$ cat config.mk
export PLATFORM = sky130hd
export DESIGN_NAME = imm_mask_gen
export DESIGN_NICKNAME = d
export VERILOG_FILES = /design/src/rtl/imm_pkg.sv /design/src/rtl/imm_mask_unit.sv /design/src/rtl/imm_mask_gen.sv
export SDC_FILE = /design/constraint.sdc
export NUM_CORES = 1
export LEC_CHECK = 0
export BUFFER_PORTS_ARGS = -buffer_cell sky130_fd_sc_hd__buf_2
export CORE_ASPECT_RATIO = 0.8
export CORE_UTILIZATION = 43
export DETAILED_ROUTE_END_ITERATION = 16
export PLACE_DENSITY = 0.77
export SETUP_SLACK_MARGIN = 0.3
export SLEW_MARGIN = 20
export SYNTH_ARGS = -nofsm -noshare
export SYNTH_HDL_FRONTEND = slang
export SYNTH_SLANG_ARGS = --single-unit
$ cat constraint.sdc
create_clock -name clk -period 2.1 [get_ports clk]
set_clock_uncertainty 0.2 [all_clocks]
set_input_delay 0.105 -clock clk [delete_from_list [all_inputs] [get_ports clk]]
set_output_delay 0.105 -clock clk [all_outputs]
set_load 0.02 [all_outputs]
$ cat src/rtl/imm_pkg.sv
// Shared definitions for the A/S immediate and mask generator: opcode values,
// parcel field positions and the two-parcel FSM state encoding.
package imm_pkg;

   localparam logic [6:0] OP_AI_JKM  = 7'o020;
   localparam logic [6:0] OP_AI_NJKM = 7'o021;
   localparam logic [6:0] OP_AI_JK   = 7'o022;
   localparam logic [6:0] OP_AI_SJ   = 7'o023;
   localparam logic [6:0] OP_SI_JKM  = 7'o040;
   localparam logic [6:0] OP_SI_NJKM = 7'o041;
   localparam logic [6:0] OP_MASK_R  = 7'o042;
   localparam logic [6:0] OP_MASK_L  = 7'o043;

   localparam int OP_MSB = 15;
   localparam int OP_LSB = 9;
   localparam int I_MSB  = 8;
   localparam int I_LSB  = 6;
   localparam int J_MSB  = 5;
   localparam int J_LSB  = 3;
   localparam int K_MSB  = 2;
   localparam int K_LSB  = 0;

   typedef enum logic {
      IDLE   = 1'b0,
      WAIT_M = 1'b1
   } state_t;

   // The jkm forms need a second parcel carrying m.
   function automatic logic isTwoParcel(input logic [6:0] op);
      return (op == OP_AI_JKM) || (op == OP_AI_NJKM) ||
             (op == OP_SI_JKM) || (op == OP_SI_NJKM);
   endfunction

endpackage

$ cat src/rtl/imm_mask_unit.sv
// S-register mask former: right-justified ones (S_WIDTH-jk of them) or
// left-justified ones (jk of them), selected by i_left.
module imm_mask_unit #(
   parameter int S_WIDTH = 64
) (
   input  logic [5:0]         i_jk,
   input  logic               i_left,
   output logic [S_WIDTH-1:0] o_mask
);

   logic [S_WIDTH-1:0] w_right;

   // The left mask is exactly the complement of the right mask for the same jk.
   always_comb begin
      w_right = {S_WIDTH{1'b1}} >> i_jk;
      o_mask  = i_left ? ~w_right : w_right;
   end

endmodule

$ cat src/rtl/imm_mask_gen.sv
// A/S immediate and mask generator. Assembles two-parcel jkm instructions,
// decodes one result per instruction into a backpressured output register.
// Optional macro IMM_MASK_EN enables the 042/043 mask forms; without it
// those opcodes are reported as illegal.
module imm_mask_gen
   import imm_pkg::*;
#(
   parameter int A_WIDTH  = 24,
   parameter int S_WIDTH  = 64,
   parameter int PARCEL_W = 16
) (
   input  logic                clk,
   input  logic                rst_n,
   input  logic                i_p_vld,
   input  logic [PARCEL_W-1:0] i_parcel,
   output logic                o_p_rdy,
   input  logic [S_WIDTH-1:0]  i_sj,
   input  logic                i_flush,
   output logic                o_vld,
   input  logic                i_rdy,
   output logic                o_dst_s,
   output logic [2:0]          o_dst_i,
   output logic [A_WIDTH-1:0]  o_a_result,
   output logic [S_WIDTH-1:0]  o_s_result,
   output logic                o_ill
);

   localparam int JKM_W = 6 + PARCEL_W;

   state_t r_state, w_nextState;
   logic [6:0] r_op;
   logic [2:0] r_i, r_j, r_k;

   logic [6:0] w_pOp;
   logic [2:0] w_pI, w_pJ, w_pK;
   logic       w_accept;
   logic       w_load, w_latch;
   logic [6:0] w_op;
   logic [2:0] w_i, w_j, w_k;
   logic [JKM_W-1:0]   w_jkm;
   logic [A_WIDTH-1:0] w_aRes;
   logic [S_WIDTH-1:0] w_sRes;
   logic w_dstS, w_ill;
   logic w_unusedSj;

   logic r_vld, r_dstS, r_ill;
   logic [2:0] r_dstI;
   logic [A_WIDTH-1:0] r_aResult;
   logic [S_WIDTH-1:0] r_sResult;

   assign w_pOp = i_parcel[OP_MSB:OP_LSB];
   assign w_pI  = i_parcel[I_MSB:I_LSB];
   assign w_pJ  = i_parcel[J_MSB:J_LSB];
   assign w_pK  = i_parcel[K_MSB:K_LSB];
   assign w_unusedSj = ^i_sj[S_WIDTH-1:A_WIDTH];

   assign o_p_rdy  = !r_vld | i_rdy;
   assign w_accept = i_p_vld & o_p_rdy & !i_flush;

   // State register; reset abandons any half-assembled instruction.
   always_ff @(posedge clk or negedge rst_n) begin
      if (!rst_n) r_state <= IDLE;
      else        r_state <= w_nextState;
   end

   // Next state: a two-parcel opcode waits for m; flush always returns to IDLE.
   always_comb begin
      w_nextState = r_state;
      if (i_flush) begin
         w_nextState = IDLE;
      end else if (w_accept) begin
         if (r_state == IDLE) w_nextState = isTwoParcel(w_pOp) ? WAIT_M : IDLE;
         else                 w_nextState = IDLE;
      end
   end

   // Control outputs and operand selection: in WAIT_M the latched fields are
   // decoded and the incoming parcel is purely the m field.
   always_comb begin
      w_latch = 1'b0;
      w_load  = 1'b0;
      w_op    = w_pOp;
      w_i     = w_pI;
      w_j     = w_pJ;
      w_k     = w_pK;
      if (r_state == WAIT_M) begin
         w_op   = r_op;
         w_i    = r_i;
         w_j    = r_j;
         w_k    = r_k;
         w_load = w_accept;
      end else if (w_accept) begin
         w_latch = isTwoParcel(w_pOp);
         w_load  = !isTwoParcel(w_pOp);
      end
      w_jkm = {w_j, w_k, i_parcel};
   end

`ifdef IMM_MASK_EN
   logic [S_WIDTH-1:0] w_mask;

   imm_mask_unit #(.S_WIDTH(S_WIDTH)) u_maskUnit (
      .i_jk   ({w_j, w_k}),
      .i_left (w_op == OP_MASK_L),
      .o_mask (w_mask)
   );
`endif

   // Result decode; the bus for the other register file stays zero.
   always_comb begin
      w_aRes = '0;
      w_sRes = '0;
      w_dstS = 1'b0;
      w_ill  = 1'b0;
      case (w_op)
         OP_AI_JKM:  w_aRes = A_WIDTH'(w_jkm);
         OP_AI_NJKM: w_aRes = ~A_WIDTH'(w_jkm);
         OP_AI_JK:   w_aRes = A_WIDTH'({w_j, w_k});
         OP_AI_SJ:   w_aRes = i_sj[A_WIDTH-1:0];
         OP_SI_JKM: begin
            w_sRes = S_WIDTH'(w_jkm);
            w_dstS = 1'b1;
         end
         OP_SI_NJKM: begin
            w_sRes = ~S_WIDTH'(w_jkm);
            w_dstS = 1'b1;
         end
`ifdef IMM_MASK_EN
         OP_MASK_R, OP_MASK_L: begin
            w_sRes = w_mask;
            w_dstS = 1'b1;
         end
`else
         OP_MASK_R, OP_MASK_L: w_ill = 1'b1;
`endif
         default: w_ill = 1'b1;
      endcase
   end

   // Holding register for the first parcel of a jkm instruction.
   always_ff @(posedge clk or negedge rst_n) begin
      if (!rst_n) begin
         r_op <= '0;
         r_i  <= '0;
         r_j  <= '0;
         r_k  <= '0;
      end else if (w_latch) begin
         r_op <= w_pOp;
         r_i  <= w_pI;
         r_j  <= w_pJ;
         r_k  <= w_pK;
      end
   end

   // Output register: flush drops it, a load replaces it, a drain clears valid,
   // otherwise everything holds under backpressure.
   always_ff @(posedge clk or negedge rst_n) begin
      if (!rst_n) begin
         r_vld     <= 1'b0;
         r_dstS    <= 1'b0;
         r_dstI    <= '0;
         r_aResult <= '0;
         r_sResult <= '0;
         r_ill     <= 1'b0;
      end else if (i_flush) begin
         r_vld <= 1'b0;
      end else if (w_load) begin
         r_vld     <= 1'b1;
         r_dstS    <= w_dstS;
         r_dstI    <= w_i;
         r_aResult <= w_aRes;
         r_sResult <= w_sRes;
         r_ill     <= w_ill;
      end else if (r_vld && i_rdy) begin
         r_vld <= 1'b0;
      end
   end

   assign o_vld      = r_vld;
   assign o_dst_s    = r_dstS;
   assign o_dst_i    = r_dstI;
   assign o_a_result = r_aResult;
   assign o_s_result = r_sResult;
   assign o_ill      = r_ill;

endmodule

==> flow_metrics.env, run 1 <==
export IMPL_area_delta_synth_final_pct=61.8
export IMPL_synthesis_area_mm2=0.00392
export IMPL_drc_errors=0
export IMPL_violations="hold timing, setup timing"
export IMPL_ctsHoldBuffers=41
export IMPL_syn_nets=468
export IMPL_crit_family="simple AND/OR/NAND/NOR gates"
export IMPL_max_cap_violations=0
export IMPL_critPathKind="flip-flop to flip-flop"
export IMPL_ys_types=47
export IMPL_drt_pass1_iter_count=4
export IMPL_rr_endpoint="o_a_result[15]"
export IMPL_ir_worst_vdd_v=0.000441
export IMPL_worstPathArrival_ps=2250
export IMPL_critPathSlowestCell="dfrtp_2"
export IMPL_n_antenna_cell=0
export IMPL_startpoint_type="flip-flop"
export IMPL_final_setup_worst_slack_ps=-115
export IMPL_p_leak_nw=3.15
export IMPL_synth_ff_type="dfrtp_1"
export IMPL_clkSinkCount=70
export IMPL_n_fill_cell=515
export IMPL_seqPwrFrac_pct=37.5
export IMPL_fin_crit_sh_pct=105
export IMPL_synth_seq_cells=70
export IMPL_cts_made_buffers=9
export IMPL_whs_endpoint="o_s_result[12]"
export IMPL_synthCells=383
export IMPL_hold_viol=1
export IMPL_whs_ps=-22.0
export IMPL_setup_viol=27
export IMPL_hp_start="i_parcel[12]"
export IMPL_overflow=0
export IMPL_cts_max_level=3
export IMPL_initial_core_util_pct=45.2
export IMPL_die_w_um=109
export IMPL_p_sw_share_pct=27.9
export IMPL_synth_most_common_cell="dfrtp_1"
export IMPL_combinationalPowerShare_pct=21.8
export IMPL_stdcell_area_mm2=0.00635
export IMPL_switchingPower_mw=1.13
export IMPL_end_kind="flip-flop"
export IMPL_cts_tree="built"
export IMPL_hpwl_um=7700
export IMPL_setup_tns_ps=-958
export IMPL_cp_required_ps=2130
export IMPL_worstMarginPinSlew_ps=584
export IMPL_min_path_cells=3
export IMPL_synth_warning_count=0
export IMPL_routedWlPerCell_um=19.9
export IMPL_rsz0062_at_grt="true"
export IMPL_dpl_instance_area_mm2=0.00475
export IMPL_drt_iter0_drc=213
export IMPL_seq_area_frac_synth_pct=44.7
export IMPL_rows=30
export IMPL_io_buffers=139
export IMPL_power_density_mw_per_mm2=639
export IMPL_min_path_type="input port to flip-flop"
export IMPL_synth_commonest_cells="dfrtp_1 (70), nand2_1 (46), buf_4 (42)"
export IMPL_r2r_slack_ps=-110
export IMPL_antenna_found_initial=0
export IMPL_via_per_inst=5.69
export IMPL_syn_area_per_cell_um2=10.2
export IMPL_synth_edff_count=0
export IMPL_pwr_share_clk_pct=40.7
export IMPL_core_mm2=0.00867
export IMPL_cts_root_buffer_cell="clkbuf_16"
export IMPL_ys_top_cells_by_area="dfrtp_1 (45%), buf_4 (8.0%), nand2_1 (4.4%)"
export IMPL_die_area_mm2=0.00951
export IMPL_wl_um=13800
export IMPL_pin_count=180
export IMPL_grt_pass1_wl_um=18300
export IMPL_nNetsFinal=659
export IMPL_max_stage_delay_ps=420
export IMPL_vias=3930
export IMPL_synth_area_leader_cell="dfrtp_1"
export IMPL_synthArstFlopShare_pct=100
export IMPL_power_mw=4.05
export IMPL_grt_pass1_vias=3560
export IMPL_r2r_start="r_state"
export IMPL_critPathBufInv=3
export IMPL_reg2reg_depth=8
export IMPL_status="finished with violations"
export IMPL_grt_use_total_pct=26.0
export IMPL_period_needed_ps=2210
export IMPL_detail_route_antenna_nets=0
export IMPL_clk_pin_slew_ps=60
export IMPL_clock_fmax_mhz=452
export IMPL_cp_max_fo=7
export IMPL_dieHeight_um=87.4
export IMPL_grt_max_degree=43
export IMPL_synth_top_area_share_pct=44.7
export IMPL_critical_path_cell_chain="buf_6, nor3b_4, o22ai_4, nor3b_4, buf_4, buf_8, nand2_1, a31oi_1"
export IMPL_place_congestion=0.883
export IMPL_cts_path_max_buffers=2
export IMPL_max_slew_margin_rel_pct=61.1
export IMPL_clkLatencyLatePin_ps=330
export IMPL_p_int_mw=2.92
export IMPL_drv_slew=0
export IMPL_cpMostUsedCell="nor3b_4"
export IMPL_drive_above_1_share_pct=55.1
## per-layer routing
| metal | track usage [%] | vias to the layer above | wire length [µm] |
|---|---|---|---|
| li1 | - | 1688 | - |
| met1 | 33.2 | 1910 | 5500 |
| met2 | 41.7 | 268 | 6490 |
| met3 | 6.36 | 64 | 1160 |
| met4 | 11.7 | 0 | 617 |
| met5 | 0 | - | 0 |
## cell usage in the layout, fill, tap and decap left out, types with 5 or more instances in the layout
cell type,instances
o21ai_2,12
nor2_1,25
o21ai_1,9
o21ai_0,8
a31oi_1,7
a22o_1,18
mux2i_1,11
nand2_2,12
nand2_1,18
a221o_1,5
clkbuf_16,13
buf_12,10
dfrtp_1,68
nand2_4,16
o211ai_1,8
buf_2,139
buf_6,15
xnor2_1,10
xor2_1,12
dlygate4sd3_1,41
buf_4,32
mux2_4,11
## worst max-delay path by stage
stage / startpoint / endpoint / slack (ps) / cells past startpoint
final: r_state / o_a_result[15] / -110 / 8
after floorplan: r_state / r_i[0] / -30 / 6
after global routing: r_state / o_a_result[15] / -170 / 8
after CTS: r_state / o_a_result[1] / -20 / 7
after global placement: r_state / r_op[0] / -50 / 6
after detailed placement: r_state / o_a_result[5] / -80 / 8
## layout make-up
type | count | area [µm²] | share of cell area (%)
multi-input combinational | 243 | 2160 | 34.1
timing repair buffer | 248 | 1960 | 30.9
sequential | 70 | 1750 | 27.6
clock buffer | 10 | 239 | 3.77
tap | 112 | 140 | 2.21
clock inverter | 6 | 85.1 | 1.34
inverter | 2 | 7.51 | 0.118
## worst register-to-register path: stages, from the launching register on
cell     delay [ps]
dfrtp_2         420
buf_6           140
nor3b_4         280
o22ai_4         150
nor3b_4         280
buf_4           170
buf_8           130
nand2_1          90
a31oi_1         250
## sequential cells by signal (all words and copies together), names as in the netlist
register    count
o_vld           1
o_a_result     24
o_dst_i         3
r_k             3
r_j             3
r_op            7
o_dst_s         1
o_ill           1
o_s_result     23
r_state         1
r_i             3
## logic make-up after synthesis
kind of cell | Yosys count | share of synthesized area, %
compound gates | 88 | 15.9
mux | 25 | 7.08
simple gates | 104 | 14.1
buf+inv | 70 | 12.5
flops | 70 | 44.7
xor+xnor | 26 | 5.81
## repair_timing
action / in CTS / in global routing
buffers inserted: 9 / 8
endpoints found under the setup margin: 70 / 70
cloned: 3 / 6
hold endpoints to repair: 96 / 1
pin swaps: 1 / 49
resized for setup: 22 / 125
## power groups by stage
stage | sequential, mW | clock [mW] | combinational (mW)
5_1_grt | 1.53 | 1.72 | 0.932
3_3_place_gp | 1.52 | 0 | 0.611
4_1_cts | 1.50 | 1.66 | 0.744
3_5_place_dp | 1.52 | 0 | 0.626
6_report | 1.52 | 1.65 | 0.883
2_1_floorplan | 1.59 | 0 | 0.310
## metrics by stage
step	utilization (%)	worst slack [ps]	instances
after global routing	73.2	-174	691
after floorplan	-	-34.8	383
after global placement	54.7	-53.8	608
final	73.2	-115	691
after detailed placement	54.7	-75.5	608
after CTS	66.2	-16.2	677
Note: power is estimated with default switching activity, not from simulation.
==> run 2: changes to the inputs <==
--- a/config.mk
+++ b/config.mk
@@ -9,7 +9,7 @@
 export CORE_ASPECT_RATIO = 0.8
 export CORE_UTILIZATION = 43
 export DETAILED_ROUTE_END_ITERATION = 16
-export PLACE_DENSITY = 0.77
+export PLACE_DENSITY_LB_ADDON = 0.1
 export SETUP_SLACK_MARGIN = 0.3
 export SLEW_MARGIN = 20
 export SYNTH_ARGS = -nofsm -noshare
==> constraint.sdc (replaced) <==
create_clock -name clk -period 2.1 [get_ports clk]
set_clock_uncertainty 0.2 [all_clocks]
set_input_delay 0.42 -clock clk [delete_from_list [all_inputs] [get_ports clk]]
set_output_delay 0.42 -clock clk [all_outputs]
set_load 0.02 [all_outputs]
==> flow_metrics.env, run 2 (same netlist as run 1, synthesis figures left out) <==
export IMPL_status="finished with violations"
export IMPL_violations="setup timing"
export IMPL_clkLatencyLatePin_ps=340
export IMPL_setup_viol=54
export IMPL_vias=3834
export IMPL_detail_route_antenna_nets=0
export IMPL_dieHeight_um=87.4
export IMPL_initial_core_util_pct=45.2
export IMPL_power_density_mw_per_mm2=627
export IMPL_grt_pass1_vias=3369
export IMPL_pin_count=180
export IMPL_grt_use_total_pct=26.2
export IMPL_cpMostUsedCell="buf_6"
export IMPL_final_setup_worst_slack_ps=-155
export IMPL_drt_pass1_iter_count=5
export IMPL_fin_crit_sh_pct=107
export IMPL_area_delta_synth_final_pct=69.9
export IMPL_critical_path_cell_chain="buf_6, nor3_4, nor4b_4, buf_4, or3_4, buf_6, buf_12, a211oi_4, a21o_1"
export IMPL_p_leak_nw=3.23
export IMPL_clock_fmax_mhz=443
export IMPL_clk_pin_slew_ps=60
export IMPL_max_cap_violations=0
export IMPL_via_per_inst=5.56
export IMPL_end_kind="flip-flop"
export IMPL_layout_commonest_cell="buf_2"
export IMPL_max_slew_margin_rel_pct=63.9
export IMPL_cts_max_level=3
export IMPL_drive_above_1_share_pct=60.5
export IMPL_final_cell_mix="buf_2 (97), dfrtp_1 (67), buf_4 (54), buf_6 (50), nor2_1 (24)"
export IMPL_antenna_found_initial=0
export IMPL_wl_um=14300
export IMPL_grt_max_degree=30
export IMPL_hpwl_um=7560
export IMPL_min_path_type="input port to flip-flop"
export IMPL_critPathKind="flip-flop to flip-flop"
export IMPL_grt_pass1_wl_um=18500
export IMPL_cts_tree="built"
export IMPL_setup_tns_ps=-3220
export IMPL_nNetsFinal=657
export IMPL_period_needed_ps=2260
export IMPL_whs_ps=135
export IMPL_core_mm2=0.00867
export IMPL_overflow=0
export IMPL_rsz0062_at_grt="true"
export IMPL_hold_viol=0
export IMPL_worstPathArrival_ps=2280
export IMPL_dpl_instance_area_mm2=0.00491
export IMPL_startpoint_type="flip-flop"
export IMPL_cp_max_fo=7
export IMPL_routedWlPerCell_um=20.8
export IMPL_rows=30
export IMPL_critPathSlowestCell="dfrtp_2"
export IMPL_drt_iter0_drc=158
export IMPL_io_buffers=139
export IMPL_max_stage_delay_ps=440
export IMPL_stdcell_area_mm2=0.00667
export IMPL_die_area_mm2=0.00951
export IMPL_cts_made_buffers=9
export IMPL_ir_worst_vdd_v=0.000483
export IMPL_n_antenna_cell=0
export IMPL_drc_errors=0
export IMPL_cts_path_max_buffers=2
export IMPL_largest_register_ffs=24
export IMPL_cts_root_buffer_cell="clkbuf_16"
export IMPL_cp_required_ps=2120
export IMPL_worstMarginPinSlew_ps=541
export IMPL_die_w_um=109
export IMPL_place_congestion=0.840
export IMPL_drv_slew=0
export IMPL_clkSinkCount=70
run 2: power breakdown:
group | total, mW | internal [mW] | switching (mW)
registers | 1.52 | 1.44 | 0.0774
clock network | 1.80 | 1.16 | 0.634
logic | 0.862 | 0.402 | 0.460
run 2: critical path, delay by kind of cell (launching register included):
family / cells / cell delay [ps]
simple gates: 3 / 680
buf+inv: 4 / 580
flops: 1 / 440
compound gates: 2 / 210
run 2: worst paths after layout:
path / start / endpoint / slack [ps] / depth (start not counted)
max: r_state / o_ill / -160 / 9
max reg2reg: r_state / o_ill / -160 / 9
max in group asynchronous: rst_n / o_a_result[13] / 740 / 3
min reg2reg: o_dst_i[1] / o_dst_i[1] / 300 / 2
min in group asynchronous: rst_n / o_s_result[21] / 400 / 2
min: i_sj[10] / o_a_result[10] / 130 / 3
run 2: cell type report:
cell class	instances	area (µm²)
clock buffers	9	225
clock inverters	7	120
fillers	535	2010
inverters	2	7.51
multi-input cells	245	2160
flip-flops and latches	70	1760
well taps	112	140
repair buffers	244	2250
run 2: per-layer routing:
metal / routed length [µm] / up-vias / share of wire, % / GRT usage (%)
li1: - / 1702 / - / -
met4: 321 / 0 / 2.2 / 6.39
met1: 5890 / 1919 / 41 / 37.1
met5: 0 / - / 0 / 0
met3: 929 / 31 / 6.5 / 5.98
met2: 7170 / 182 / 50 / 40.4
run 2: metrics by stage:
step | cells | utilization, % | power [mW] | worst slack [ps]
final | 689 | 76.9 | 4.18 | -155
after global routing | 689 | 76.9 | 4.31 | -188
after CTS | 671 | 67.4 | 4.08 | -82.9
after detailed placement | 626 | 56.7 | 2.18 | -168
after global placement | 626 | 56.7 | 2.17 | -144
after floorplan | 383 | - | 1.91 | -89.8
run 2: repair_timing:
item,in CTS,in global routing
gates cloned,8,6
hold buffers,1,0
buffers inserted,20,12
setup endpoints to repair,112,112
pin swaps,14,33
gates resized for setup,76,173
hold endpoints to repair,19,0
==> run 3: changes to the inputs <==
--- a/config.mk
+++ b/config.mk
@@ -7,6 +7,7 @@
 export LEC_CHECK = 0
 export BUFFER_PORTS_ARGS = -buffer_cell sky130_fd_sc_hd__buf_2
 export CORE_ASPECT_RATIO = 0.8
+export CORE_MARGIN = 2
 export CORE_UTILIZATION = 43
 export DETAILED_ROUTE_END_ITERATION = 16
 export PLACE_DENSITY_LB_ADDON = 0.1
==> flow_metrics.env, run 3 (same netlist as run 1, synthesis figures left out) <==
export IMPL_layout_commonest_cell="buf_2"
export IMPL_final_setup_worst_slack_ps=-87.6
export IMPL_via_per_inst=5.09
export IMPL_drt_iter0_drc=206
export IMPL_die_w_um=111
export IMPL_startpoint_type="flip-flop"
export IMPL_r2r_start="r_state"
export IMPL_drc_errors=0
export IMPL_end_kind="flip-flop"
export IMPL_grt_pass1_vias=3101
export IMPL_fin_crit_sh_pct=104
export IMPL_clkSinkCount=70
export IMPL_grt_max_degree=71
export IMPL_clock_fmax_mhz=457
export IMPL_cts_tree="built"
export IMPL_worstMarginPinSlew_ps=409
export IMPL_startpoint="r_state"
export IMPL_cp_max_fo=8
export IMPL_core_mm2=0.00896
export IMPL_io_buffers=139
export IMPL_initial_core_util_pct=43.8
export IMPL_power_density_mw_per_mm2=699
export IMPL_hold_viol=0
export IMPL_hp_start="i_sj[14]"
export IMPL_drt_pass1_iter_count=4
export IMPL_dieHeight_um=89.4
export IMPL_cts_root_buffer_cell="clkbuf_16"
export IMPL_final_cell_mix="buf_2 (139), dfrtp_1 (67), buf_4 (46), nand2_1 (28), buf_6 (26)"
export IMPL_wl_um=11500
export IMPL_overflow=0
export IMPL_grt_use_total_pct=22.0
export IMPL_grt_pass1_wl_um=17000
export IMPL_period_needed_ps=2190
export IMPL_min_path_type="input port to flip-flop"
export IMPL_worstPathArrival_ps=2210
export IMPL_max_slew_margin_rel_pct=72.4
export IMPL_antenna_found_initial=0
export IMPL_r2r_slack_ps=-90
export IMPL_n_antenna_cell=0
export IMPL_p_leak_nw=3.01
export IMPL_detail_route_antenna_nets=0
export IMPL_largest_register_ffs=24
export IMPL_drive_above_1_share_pct=58.2
export IMPL_cts_made_buffers=9
export IMPL_die_area_mm2=0.00991
export IMPL_area_delta_synth_final_pct=51.8
export IMPL_final_util_pct=66.5
export IMPL_place_inst=629
export IMPL_stdcell_count=672
export IMPL_rr_endpoint="o_a_result[1]"
export IMPL_rows=31
export IMPL_power_mw=4.16
export IMPL_ir_worst_vdd_v=0.000428
export IMPL_clk_pin_slew_ps=60
export IMPL_cts_max_level=3
export IMPL_drv_slew=0
export IMPL_routedWlPerCell_um=17.1
export IMPL_rsz0062_at_grt="true"
export IMPL_cp_required_ps=2120
export IMPL_pin_count=180
export IMPL_critPathKind="flip-flop to flip-flop"
export IMPL_status="finished with violations"
export IMPL_reg2reg_depth=7
export IMPL_n_fill_cell=717
export IMPL_violations="setup timing"
export IMPL_cp_endpoint="o_a_result[1]"
export IMPL_vias=3422
export IMPL_clkLatencyLatePin_ps=330
export IMPL_hpwl_um=7510
export IMPL_place_congestion=0.841
export IMPL_max_cap_violations=0
export IMPL_nNetsFinal=637
export IMPL_cts_path_max_buffers=2
export IMPL_setup_viol=37
## run 3: changes by cell type in the layout (fill, tap and decap cells not counted), moves of 6 or more
cell	delta
buf_2	+42
buf_6	-24
buf_8	-19
nand2_4	-13
o21ai_2	-11
o21ai_1	+10
buf_4	-8
nand2_2	+8
xnor2_1	-6
## run 3: stage by stage
step	cell area [µm²]	setup slack, ps	hold WS, ps	setup TNS, ps
2_1_floorplan	4100	-89.8	-75.6	-557
3_3_place_gp	4910	-170	256	-4900
3_5_place_dp	4910	-196	264	-5880
4_1_cts	5610	-71.2	130	-342
5_1_grt	5960	-154	143	-4230
6_report	5960	-87.6	142	-1330
## run 3: critical path: stages (launching register included)
cell and delay (ps):
dfrtp_2 500, buf_6 140, buf_8 120, mux2i_4 320, buf_6 170, xnor2_2 70, a221o_1 340, a22o_1 210
## run 3: what timing repair did
item	CTS	global route
gates resized for setup	57	50
gates cloned	5	3
setup buffers	9	9
hold endpoints to repair	70	0
setup endpoints to repair	112	112
pin swaps	10	26
hold buffers	1	0
## run 3: how the worst min path moves through the flow
stage	endpoint	cells past startpoint	slack [ps]
floorplan	o_a_result[0]	0	-80
global placement	o_a_result[22]	2	260
detailed placement	o_dst_s	2	260
CTS	o_a_result[14]	3	130
global route	o_a_result[14]	3	140
finish	o_a_result[14]	3	140
## run 3: per-layer routing
metal  GRT usage [%]  share of wire (%)  up-vias
li1                -                  -     1651
met1            32.6                 47     1647
met3            5.42                6.3       10
met4            6.59                1.0        0
met2            32.0                 46      114
met5               0                  0        -
## run 3: layout make-up
| class | count | area, µm² | share of cell area, % |
|---|---|---|---|
| flip-flops and latches | 70 | 1760 | 29.5 |
| clock inverters | 6 | 134 | 2.25 |
| clock buffers | 10 | 229 | 3.84 |
| multi-input cells | 244 | 2080 | 34.9 |
| repair buffers | 225 | 1610 | 27.0 |
| well taps | 115 | 144 | 2.42 |
| inverters | 2 | 7.51 | 0.126 |
## run 3: report_power, final
part,internal (mW),switching [mW],total (mW)
Clock,1.28,0.591,1.87
Combinational,0.365,0.416,0.780
Sequential,1.44,0.0644,1.51
Total,3.09,1.07,4.16
